<file path="src/rtl/mc_fetch_sequencer.sv">
// Multicycle FETCH/DECODE/EXEC/MEM/WB sequencer for the 16-bit core.
// It owns the PC and the instruction register and drives Moore control strobes to the datapath.
module mc_fetch_sequencer #(
  parameter int              PC_W              = 5,
  parameter logic [PC_W-1:0] RESET_PC          = '0,
  parameter bit              HALT_ON_SELF_JUMP = 1'b1
) (
  input  logic            clk,
  input  logic            rst_n,
  input  logic            start,
  input  logic [15:0]     instruction,
  input  logic            ne,
  output logic [PC_W-1:0] pc,
  output logic [15:0]     ir,
  output logic            ir_load,
  output logic            alu_en,
  output logic            mem_rd,
  output logic            mem_wr,
  output logic            rf_we,
  output logic            retire,
  output logic            busy,
  output logic            halted
);

  typedef enum logic [2:0] {
    S_IDLE,
    S_FETCH,
    S_DECODE,
    S_EXEC,
    S_MEM,
    S_WB,
    S_HALT
  } state_t;

  localparam logic [3:0] OP_ADD = 4'b0010;
  localparam logic [3:0] OP_SUB = 4'b0110;
  localparam logic [3:0] OP_LW  = 4'b1000;
  localparam logic [3:0] OP_SW  = 4'b1010;
  localparam logic [3:0] OP_BNE = 4'b1110;
  localparam logic [3:0] OP_J   = 4'b1111;

  state_t          state_reg, state_next;
  logic [PC_W-1:0] pc_reg, pc_next;
  logic [15:0]     ir_reg, ir_next;

  logic [3:0]      opcode;
  logic            is_alu, is_lw, is_sw, is_bne, is_j, is_nop;
  logic [PC_W-1:0] pc_inc;
  logic [15:0]     imm_sext;
  logic [PC_W-1:0] bne_target;
  logic [PC_W-1:0] j_target;

  assign opcode = ir_reg[15:12];
  assign is_alu = (opcode == OP_ADD) || (opcode == OP_SUB);
  assign is_lw  = (opcode == OP_LW);
  assign is_sw  = (opcode == OP_SW);
  assign is_bne = (opcode == OP_BNE);
  assign is_j   = (opcode == OP_J);
  assign is_nop = !(is_alu || is_lw || is_sw || is_bne || is_j);

  // All PC arithmetic is done at PC_W bits so it wraps modulo the ROM depth.
  assign pc_inc     = pc_reg + PC_W'(1);
  assign imm_sext   = {{12{ir_reg[3]}}, ir_reg[3:0]};
  assign bne_target = pc_inc + imm_sext[PC_W-1:0];
  assign j_target   = ir_reg[PC_W-1:0];

  always_ff @(posedge clk or negedge rst_n) begin
    if (!rst_n) begin
      state_reg <= S_IDLE;
      pc_reg    <= RESET_PC;
      ir_reg    <= 16'h0000;
    end else begin
      state_reg <= state_next;
      pc_reg    <= pc_next;
      ir_reg    <= ir_next;
    end
  end

  // Next state and Moore outputs; inputs only steer state, never outputs.
  always_comb begin
    state_next = state_reg;
    pc_next    = pc_reg;
    ir_next    = ir_reg;
    ir_load    = 1'b0;
    alu_en     = 1'b0;
    mem_rd     = 1'b0;
    mem_wr     = 1'b0;
    rf_we      = 1'b0;
    retire     = 1'b0;
    busy       = 1'b1;
    halted     = 1'b0;

    case (state_reg)
      S_IDLE: begin
        busy = 1'b0;
        if (start) state_next = S_FETCH;
      end

      S_FETCH: begin
        ir_load    = 1'b1;
        ir_next    = instruction;
        state_next = S_DECODE;
      end

      S_DECODE: begin
        if (is_j) begin
          retire = 1'b1;
          if (HALT_ON_SELF_JUMP && (j_target == pc_reg)) begin
            state_next = S_HALT;
          end else begin
            pc_next    = j_target;
            state_next = S_FETCH;
          end
        end else if (is_nop) begin
          retire     = 1'b1;
          pc_next    = pc_inc;
          state_next = S_FETCH;
        end else begin
          state_next = S_EXEC;
        end
      end

      S_EXEC: begin
        alu_en = 1'b1;
        if (is_bne) begin
          retire     = 1'b1;
          pc_next    = ne ? bne_target : pc_inc;
          state_next = S_FETCH;
        end else if (is_lw || is_sw) begin
          state_next = S_MEM;
        end else begin
          state_next = S_WB;
        end
      end

      S_MEM: begin
        if (is_sw) begin
          mem_wr     = 1'b1;
          retire     = 1'b1;
          pc_next    = pc_inc;
          state_next = S_FETCH;
        end else begin
          mem_rd     = 1'b1;
          state_next = S_WB;
        end
      end

      S_WB: begin
        rf_we      = 1'b1;
        retire     = 1'b1;
        pc_next    = pc_inc;
        state_next = S_FETCH;
      end

      S_HALT: begin
        busy   = 1'b0;
        halted = 1'b1;
      end

      default: begin
        busy       = 1'b0;
        state_next = S_IDLE;
      end
    endcase
  end

  assign pc = pc_reg;
  assign ir = ir_reg;

endmodule

</file>
<file path="config.mk">
export PLATFORM = sky130hd
export DESIGN_NAME = mc_fetch_sequencer
export DESIGN_NICKNAME = d
export VERILOG_FILES = /design/src/rtl/mc_fetch_sequencer.sv
export SDC_FILE = /design/constraint.sdc
export NUM_CORES = 1
export LEC_CHECK = 0
export CORE_MARGIN = 2
export CORE_UTILIZATION = 51
export CTS_CLUSTER_SIZE = 30
export DETAILED_ROUTE_END_ITERATION = 6
export GPL_TIMING_DRIVEN = 0
export PLACE_DENSITY = 0.86
export SLEW_MARGIN = 20
export SYNTH_ARGS = -nofsm -noshare
export SYNTH_HDL_FRONTEND = slang
export SYNTH_SLANG_ARGS = --single-unit
</file>
<file path="constraint.sdc">
create_clock -name clk -period 5.7 [get_ports clk]
set_input_delay 1.14 -clock clk [delete_from_list [all_inputs] [get_ports clk]]
set_output_delay 1.14 -clock clk [all_outputs]
set_load 0.01 [all_outputs]
</file>
* After elaboration in Yosys (flattened, before gate mapping)
Cells that the tools add are included.
** Storage, ports and cells
- Register bits :: 24
- Input port bits :: 20
- Output and inout bits :: 29
- Logic and storage cells :: 63
** Operators by class
- Add/sub/neg operators :: 2
- Equal/unequal tests :: 18
- Mux-type cells :: 28
- Bitwise operators :: 1
- Reductions and logical operators :: 11
** Operators with widths (number)
- two-way mux 5 bit :: 6
- one-hot mux 3 bit (7 select lines) :: 1
- one-hot mux 5 bit (4 select lines) :: 1
- == test 4 bit (second input constant) :: 4
- two-way mux 3 bit :: 5
- two-way mux 1 bit :: 13
- == test 3 bit (second input constant) :: 3
- == test 3 x 2 -> 1 bit (second input constant) :: 2
- logical OR 1 bit :: 6
- inequality test 2 bit (second input constant) :: 3
- inequality test 3 bit (second input constant) :: 2
- adder 5 x 1 -> 5 bit (second input constant) :: 1
- adder 5 bit :: 1
- == test 5 bit :: 1
- AND reduction 5 bit :: 1
- OR reduction 5 bit :: 1
- == test 4 x 2 -> 1 bit (second input constant) :: 1
- == test 4 x 3 -> 1 bit (second input constant) :: 1
- one-hot mux 1 bit (4 select lines) :: 1
- nonzero test 4 bit :: 1
- == test 3 x 1 -> 1 bit (second input constant) :: 1
- logical NOT 3 bit :: 1
- two-way mux 2 bit :: 1
- AND reduction 2 bit :: 1
- inverter 1 bit :: 1

* Depth between registers and ports, before layout
- Depth after elaboration :: 9
- Gate-level depth with buffers :: 9
- Depth with buffers taken out :: 9

* Least setup slack after synthesis
Ideal clock, no wire load.
- Path type :: reg2out
- Start :: register state_reg[0]
- End :: output ir_load
- Arrival time :: 1.364 ns
- Data required time :: 4.560 ns
- Setup slack :: 3.196 ns
- Cell stages (with the launch flop) :: 4
- Path buffers :: 1
- Cell sequence :: dfrtp_1 -> inv_1 -> nor3_2 -> buf_2
** On the way
- Word-level cells in the longest chain between the ends :: 2
** Ends and longest elaborated chain
- start, declared :: RTL line 42 : state_t state_reg, state_next;
- start signal, assigned :: RTL line 73 : state_reg <= state_next;
- == test 3 x 1 -> 1 bit :: RTL line 93 : case (state_reg)
- two-way mux 1 bit :: RTL line 93
- end, declared :: RTL line 15 : output logic ir_load,
Every way passes these cells.

* Worst setup path after layout
Same ends and word-level chain as after synthesis.

==> flow_summary.toml <==
[outcome]
outcome = "finished, final reports clean"

[synthesis]
ys_seq_elements = 24
synthFlopType = "dfrtp_1"
synth.avg_cell_area_sq_um = 10.3
syn-num-nets = 188
synth_area_leader_cell = "dfrtp_1"
synth_edf_count = 0
synthCells = 160
ys_seq_area_share_pct = 36.4
ys_types = 44
synth.cell_area_sq_um = 1650
synth_top_area_share_pct = 36.4
ys_warn_count = 0
synth_area_leaders = "dfrtp_1, mux2_2, ha_1"
async_flop_share_pct = 100

[critical_path]
crit_required_ns = 4.56
r2r-start = "pc[0]$_DFFE_PN0P_"
critical_path.endpoint_type = "primary output"
startpoint_type = "flip-flop"
critPathLaunch = "state_reg[0]$_DFFE_PN0P_"
ff2ff_path_depth = 8
crit_fanout = 10
critPathArrivalTime_ns = 2.56
critical_path_class = "reg2out"

[placement]
gp_congestion = 0.868
portBuffers = 47
post-dp-hpwl_mm = 2.99
post-place-ws_ns = 2.36

[route]
drtAntennaViolNets = 0
post_drt_wl_per_cell_um = 15.4
drtIter0Drc = 109
vias = 1472
viasPerCell = 5.77
route.detailed.drc = 0
wl_mm = 3.93
dr.pass1.iters = 4

[cells_and_area]
largest_register_ffs = 16
area.growth.synth_to_final_pct = 34.7
final_nets = 240
multiInputGateArea_sq_um = 961
antenna_cells = 0
layout-drive-gt1-share_pct = 18.0
post-route-util_pct = 72.2
ff_latch_area_sq_um = 601
final_cell_mix = "clkdlybuf4s50_1, dfrtp_1, mux2_2"
final_common_cell = "clkdlybuf4s50_1"
n_fill_cell = 220

[timing]
grt_setup_unrepaired = "false"
clock.fmax_mhz = 270
hold_viol_final = 0
setup_viol = 0
final_max_slew_viol_count = 0
slew_headroom_pct = 53.5
holdWs_ns = 0.523
max_slew.worst_pin.slew_ns = 0.694
clock_skew_ns = 0.00225
layout_setup_ws_ns = 2.00
tns_ns = 0
period_needed_ns = 3.70
finalCritPeriodShare_pct = 64.9

[min_path]
min_from = "ir[9]$_DFFE_PN0P_"
whs_path_depth = 1
hold_path_class = "reg2reg"

[cts]
hold_buffers = 0
htreeDepth = 1
cts_buffers = 3
cts.sinks = 24
tritoncts = "done"
cts_setup_buffers = 0
clk_path_buf_depth = 2
clkTransAtPathRegs_ns = 0.14
insertion_delay_ns = 0.33
clockRootBuffer = "clkbuf_4"
cts_resized = 0

[die]
die_height_um = 60.9
fp-row-count = 20
fp.dieArea_sq_um = 3710
start_util_pct = 53.6
die_w_um = 60.9
design.core.area_sq_um = 3080
io_pins = 49

[run]
maxCapViolations = 0

[power_and_ir_drop]
p_leak_nw = 0.995
powerDensity_nw_per_um2 = 141
ir_drop_mv = 0.158

[global_routing]
grt_pass1_wl_mm = 6.40
grt_overflow = 0
grt_usage_pct = 23.1
grt_pass1_vias = 1421
antenna_found_initial = 0
grt_max_degree = 25
worst paths after layout:
kind | endpoint | slack (ns)
setup / recovery | ir_load | 2.00
hold / removal | ir[9]$_DFFE_PN0P_ | 0.52
setup reg to reg | pc[4]$_DFFE_PN0P_ | 2.96
hold reg to reg | ir[9]$_DFFE_PN0P_ | 0.52
max in group asynchronous | state_reg[2]$_DFFE_PN0P_ | 4.57
min in group asynchronous | ir[10]$_DFFE_PN0P_ | 0.77
where the power goes:
| group | switching (mW) | leakage, nW | internal [mW] |
|---|---|---|---|
| registers | 0 | 0.294 | 0.170 |
| clock network | 0.0560 | 0.0279 | 0.0712 |
| logic | 0.00589 | 0.674 | 0.0107 |
synth_stat cells (2+ instances only):
cell type	count
or3_1	3
mux2_2	16
xnor2_1	3
a22oi_1	2
o21bai_1	2
nand3_1	6
o21ai_0	7
dfrtp_1	24
nand2b_1	3
mux2_4	4
nor3_1	3
a21o_1	4
nand2_1	10
inv_1	12
xor2_1	6
buf_2	2
a21oi_1	5
nor2_1	8
o211ai_1	5
ha_1	7
a211oi_1	2
o221ai_1	2
nor3b_1	2
buf_6	2
metal layers:
metal | part of all wire (%) | track usage, % | wire (um)
met5 | 0 | 0 | 0
met4 | 1.1 | 6.52 | 45
met3 | 5.8 | 5.12 | 229
met2 | 52 | 41.8 | 2050
met1 | 41 | 27.5 | 1610
metrics by stage:
| step | cell area, sq um | power [mW] | cells |
|---|---|---|---|
| floorplan | 1650 | 0.175 | 160 |
| global placement | 2180 | 0.190 | 251 |
| detailed placement | 2180 | 0.191 | 251 |
| CTS | 2230 | 0.316 | 255 |
| global route | 2220 | 0.325 | 255 |
| finish | 2220 | 0.314 | 255 |
cells by family after synthesis:
kind of cell | Yosys count | synth area share [%]
fa+ha+maj | 8 | 6.52
xor+xnor | 9 | 4.78
compound gates | 34 | 14.3
flops | 24 | 36.4
mux | 21 | 15.2
buf+inv | 18 | 5.38
simple gates | 46 | 17.4
worst max-delay path, stage by stage (launching register included):
cell	delay (ns)
dfrtp_1	0.53
inv_1	0.14
nor3_2	0.62
buf_2	0.36
clkdlybuf4s50_1	0.59
cell type report:
cell class / count / share of cell area (%)
Buffer: 6 / 1.97
Inverter: 12 / 2.03
Multi-Input combinational cell: 118 / 43.2
Clock inverter: 1 / 1.35
Timing Repair Buffer: 47 / 20.9
Clock buffer: 3 / 1.01
Tap cell: 44 / 2.48
Sequential cell: 24 / 27.0
Power figures use the tool's default switching activity.
==> RTL change 1: new RTL, config.mk and constraints unchanged <==
`HALT_ON_SELF_JUMP`: 1'b1 -> 1'b0.
--- a/src/rtl/mc_fetch_sequencer.sv
+++ b/src/rtl/mc_fetch_sequencer.sv
@@ -4,5 +4,5 @@
   parameter int              PC_W              = 5,
   parameter logic [PC_W-1:0] RESET_PC          = '0,
-  parameter bit              HALT_ON_SELF_JUMP = 1'b1
+  parameter bit              HALT_ON_SELF_JUMP = 1'b0
 ) (
   input  logic            clk,
Check against the original RTL: not equivalent (a bounded check fails within 4 cycles, from zero or initial values and one cycle with rst_n low).
==> RTL change 1 against the original RTL <==
  * Core utilization rose by 0.25 points
  * First-iteration DRC count decreased by 71%
  * Non-clock buffer count shrank 1
  * Sequential cell count stayed put
  * Design area is 12% lower
  * Critical path type unchanged
  * Synthesized area is 14% lower
  * Routed wire length down 18%
  * Critical path depth unchanged
  * Setup slack improved by 0.40 ns
  * Hold slack improved by 0.0035 ns
Power is left out: it rests on default switching activity, and per cell area and clock period it moved more than threefold.
==> RTL change 1: results (changes against the original RTL) <==
The share of the yosys chip area belonging to registers came out at 42.2% (+5.8 points). The HPWL after detailed placement came to 2500 um (-16%). The first-pass detailed-route iteration total is 4 (unchanged). The global-route wire length before repair is 5660 um (-12%). The count of cells resized by post-cts repair came out at 0 (unchanged).

The met2 track utilization from global routing was 38.0% (-3.7 points). The maximum number of pins on one net before global-route repair is 25 (unchanged). The remaining max-slew budget at the tightest pin came out at 64.1% (+11 points). The post-synthesis cell type count came out at 45 (+2.3%). The fraction of synthesis flops using an asynchronous set or reset pin came out at 100% (unchanged). The met1 track demand over resource came out at 29.0% (+1.5 points). The number of global-route vias before repair is 1227 (-14%). The final setup skew was 0.00149 ns (-0.000757 ns). The total length of routed wires came out at 3210 um (-18%). The share of cells above drive strength 1 came out at 20.0% (+2.0 points). The overall global routing resource usage is 22.0% (-1.2 points). The number of fill cells is 225 (+2.3%). By area the synthesized netlist is led by sky130_fd_sc_hd__dfrtp_1, sky130_fd_sc_hd__mux2_2, sky130_fd_sc_hd__ha_1. The met3 demand-to-capacity share in global routing came out at 3.46% (-1.7 points). The final-stage net count came to 207 (-14%). The number of DRC markers after the initial detailed-route iteration came out at 32 (-71%).

The number of inserted diodes is 0 (unchanged). The buffers inserted during post-CTS setup optimization came out at 0 (unchanged). The last weighted congestion value of the routability-driven placer came to 0.827 (-4.7%). The detail-routed via count per cell is 5.69 (-1.5%). The flow ran to the end, and the final reports show no timing, DRC or antenna violations. The worst path arrival time is 2.15 ns (-0.41 ns). The number of nets produced by synthesis is 155 (-18%). The clock input transition at the sequential cells of the worst setup and hold paths came out at roughly 0.13 ns. The later-pin clock latency in the skew report is 0.31 ns (-0.02 ns). Sorting the synthesized cells by how often they occur yields sky130_fd_sc_hd__dfrtp_1, sky130_fd_sc_hd__mux2_2, sky130_fd_sc_hd__nor2_1.
[RTL change 1: area by class of cell]
cell class	instances	area share [%]
buffer	5	1.85
clock buffer	4	1.85
multi-input combinational	96	39.2
sequential	24	30.6
tap	31	1.97
inverter	4	0.828
timing repair buffer	47	23.7
[RTL change 1: cells by family (layout without fill, tap and decap cells)]
| kind of cell | count (synthesis) | after routing | synth area share (%) |
|---|---|---|---|
| simple gates | 37 | 37 | 16.2 |
| compound gates | 31 | 31 | 15.8 |
| flops | 24 | 24 | 42.2 |
| mux | 16 | 16 | 12.7 |
| buf+inv | 9 | 60 | 3.69 |
| fa+ha+maj | 6 | 6 | 5.80 |
| xor+xnor | 6 | 6 | 3.69 |
[RTL change 1: worst paths after layout]
kind	cells after the start	slack (ns)	endpoint	from
setup / recovery	4	2.41	ir_load	state_reg[2]$_DFFE_PN0P_
hold / removal	1	0.53	ir[8]$_DFFE_PN0P_	ir[8]$_DFFE_PN0P_
setup reg to reg	7	3.47	pc[4]$_DFFE_PN0P_	pc[0]$_DFFE_PN0P_
hold reg to reg	1	0.53	ir[8]$_DFFE_PN0P_	ir[8]$_DFFE_PN0P_
max in group asynchronous	1	4.56	pc[0]$_DFFE_PN0P_	rst_n
min in group asynchronous	1	0.78	ir[12]$_DFFE_PN0P_	rst_n
[RTL change 1: worst max-delay path, stage by stage (launching register included)]
cell                              delay (ns)
sky130_fd_sc_hd__dfrtp_1                0.41
sky130_fd_sc_hd__buf_2                  0.19
sky130_fd_sc_hd__nor3_4                 0.46
sky130_fd_sc_hd__buf_6                  0.22
sky130_fd_sc_hd__clkdlybuf4s50_1        0.55
[RTL change 1: per-stage QoR]
step	hold WS, ns	util [%]	setup slack (ns)	cell area, um2	std cells
2_1_floorplan	0.551	-	3.33	1420	129
3_3_place_gp	0.489	71.3	2.77	1930	207
3_5_place_dp	0.496	71.3	2.74	1930	207
4_1_cts	0.533	72.7	2.36	1970	211
5_1_grt	0.548	72.5	2.21	1960	211
6_report	0.526	72.5	2.41	1960	211
[RTL change 1: metal layers]
layer | wire length [um] | part of all wire [%]
met3 | 126 | 3.9
met2 | 1670 | 52
met4 | 27 | 0.84
met5 | 0 | 0
met1 | 1390 | 43
==> RTL change 2: new RTL, same flow settings <==
Without the edit above. The 7 states of `state_t` get a one-hot encoding in 7 bits.
--- a/src/rtl/mc_fetch_sequencer.sv
+++ b/src/rtl/mc_fetch_sequencer.sv
@@ -23,12 +23,12 @@
 );
 
-  typedef enum logic [2:0] {
-    S_IDLE,
-    S_FETCH,
-    S_DECODE,
-    S_EXEC,
-    S_MEM,
-    S_WB,
-    S_HALT
+  typedef enum logic [6:0] {
+    S_IDLE   = 7'b0000001,
+    S_FETCH  = 7'b0000010,
+    S_DECODE = 7'b0000100,
+    S_EXEC   = 7'b0001000,
+    S_MEM    = 7'b0010000,
+    S_WB     = 7'b0100000,
+    S_HALT   = 7'b1000000
   } state_t;
 
Function: no difference found for any inputs over 10 cycles, from zero or initial values and one cycle with rst_n low; not proved beyond that.
==> RTL change 2 against the original RTL <==
  * Setup slack got worse by 0.11 ns
  * Register-to-register slack improved by 0.17 ns
  * Routed wire length increased by 0.28%
  * Design area increased by 3.5%
  * Sequential cell count increased by 4
  * Synthesized area increased by 5.5%
  * Critical endpoint unchanged
Power is left out: it rests on default switching activity, and per cell area and clock period it moved more than threefold.
==> RTL change 2: results (changes against the original RTL) <==
The run finished with clean final reports. The worst setup slack before clock tree synthesis is 2.25 ns (-0.108 ns). The startpoint identified for the worst hold timing path is ir[5]$_DFFE_PN0P_. The area growth from synthesis to final layout came out at 32.1%.

The worst path arrival time came out at 2.67 ns (+0.11 ns). The share of cells above drive strength 1 is 7.14% (-11 points). The first-pass detailed-route iteration total came out at 5 (+1). In the post-synthesis netlist, the biggest area contributors are sky130_fd_sc_hd__dfrtp_1, sky130_fd_sc_hd__nand2_1, sky130_fd_sc_hd__ha_1. The global-route wire length before repair is 6730 um (+5.2%). The end point of the most critical hold path is ir[5]$_DFFE_PN0P_. The last weighted congestion value of the routability-driven placer is 0.876 (+0.85%).

The post-synthesis cell type count was 58 (+32%). The register-to-register setup slack is 3.13 ns (+0.17 ns). The portion of the clock cycle consumed by the worst path in the final layout came out at 66.8% (+1.9 points). The HPWL after detailed placement came out at 3050 um (+2.0%). The multiplexer area fraction after synthesis is 2.16% (-13 points). The average wire length per cell after detail routing came out at 13.2 um (-14%).

Counting instances in the post-synthesis netlist gives the leading cell types as sky130_fd_sc_hd__nand2_1, sky130_fd_sc_hd__dfrtp_1, sky130_fd_sc_hd__nand3_1. The maximum number of pins on one net before global-route repair came out at 29 (+16%). The final-stage net count came out at 279 (+16%). The remaining max-slew budget at the tightest pin came out at 59.3% (+5.9 points). The quantity of I/O buffers inserted on ports came out at 48 (+2.1%). The detail-routed via count per cell came to 5.49 (-4.8%). The number of nets produced by synthesis is 226 (+20%). On the critical path, the stage with the largest delay is an instance of sky130_fd_sc_hd__clkdlybuf4s50_1. The post-synthesis share of cell area spent on full adders, half adders and majority gates is 5.32% (-1.2 points).

The hold path depth is 2 (+1). The average cell area after synthesis came to 8.71 um2 (-16%). The final setup skew came out at 0.00242 ns (+0.000165 ns). The worst hold slack across all endpoints is 0.496 ns (-0.0269 ns). The post-synthesis compound-gate area fraction is 11.8% (-2.5 points). The number of DRC markers after the initial detailed-route iteration came out at 68 (-38%). The count of cells resized by post-cts repair is 0 (unchanged). The number of fill cells is 281 (+28%). The share of the yosys chip area belonging to registers came to 40.3% (+3.9 points).
## RTL change 2: changes by cell type after synthesis, sizes merged, moves of 4 or more
cell	unedited run	this run
nand2	10	53
mux2	20	3
inv	12	7
nand3	6	11
o21ai	7	2
a21oi	5	9
nor2b	0	4
nor4	0	4
o211ai	5	1
## RTL change 2: routing by layer
metal / track usage (%) / vias to the layer above / part of all wire, %
li1: - / 818 / -
met1: 28.1 / 756 / 46
met2: 35.3 / 54 / 47
met3: 3.24 / 9 / 5.5
met4: 7.50 / 0 / 2.0
met5: 0 / - / 0
## RTL change 2: area by class of cell
cell class                      instances  share of cell area, %
Timing Repair Buffer                   48                   20.7
Buffer                                  5                   1.47
Sequential cell                        28                   30.5
Clock buffer                            4                   1.14
Multi-Input combinational cell        158                   41.7
Tap cell                               46                   2.50
Inverter                                9                   2.01
## RTL change 2: how the worst max path moves through the flow
stage                                   from      end  cells past startpoint
global route        state_reg[3]$_DFFE_PN0P_  ir_load                      5
detailed placement  state_reg[3]$_DFFE_PN0P_  ir_load                      5
global placement    state_reg[3]$_DFFE_PN0P_  ir_load                      5
CTS                 state_reg[3]$_DFFE_PN0P_  ir_load                      5
floorplan           state_reg[5]$_DFFE_PN0P_   retire                      3
finish              state_reg[3]$_DFFE_PN0P_  ir_load                      5
## RTL change 2: cells by family (layout without fill, tap and decap cells)
group                    after synthesis  after routing
flip-flops                            28             28
buffers and inverters                 14             66
multiplexers                           3              3
adder cells (fa/ha/maj)                7              7
XOR/XNOR                               9              9
AND/OR/NAND/NOR                      110            110
AO/OA/AOI/OAI                         29             29
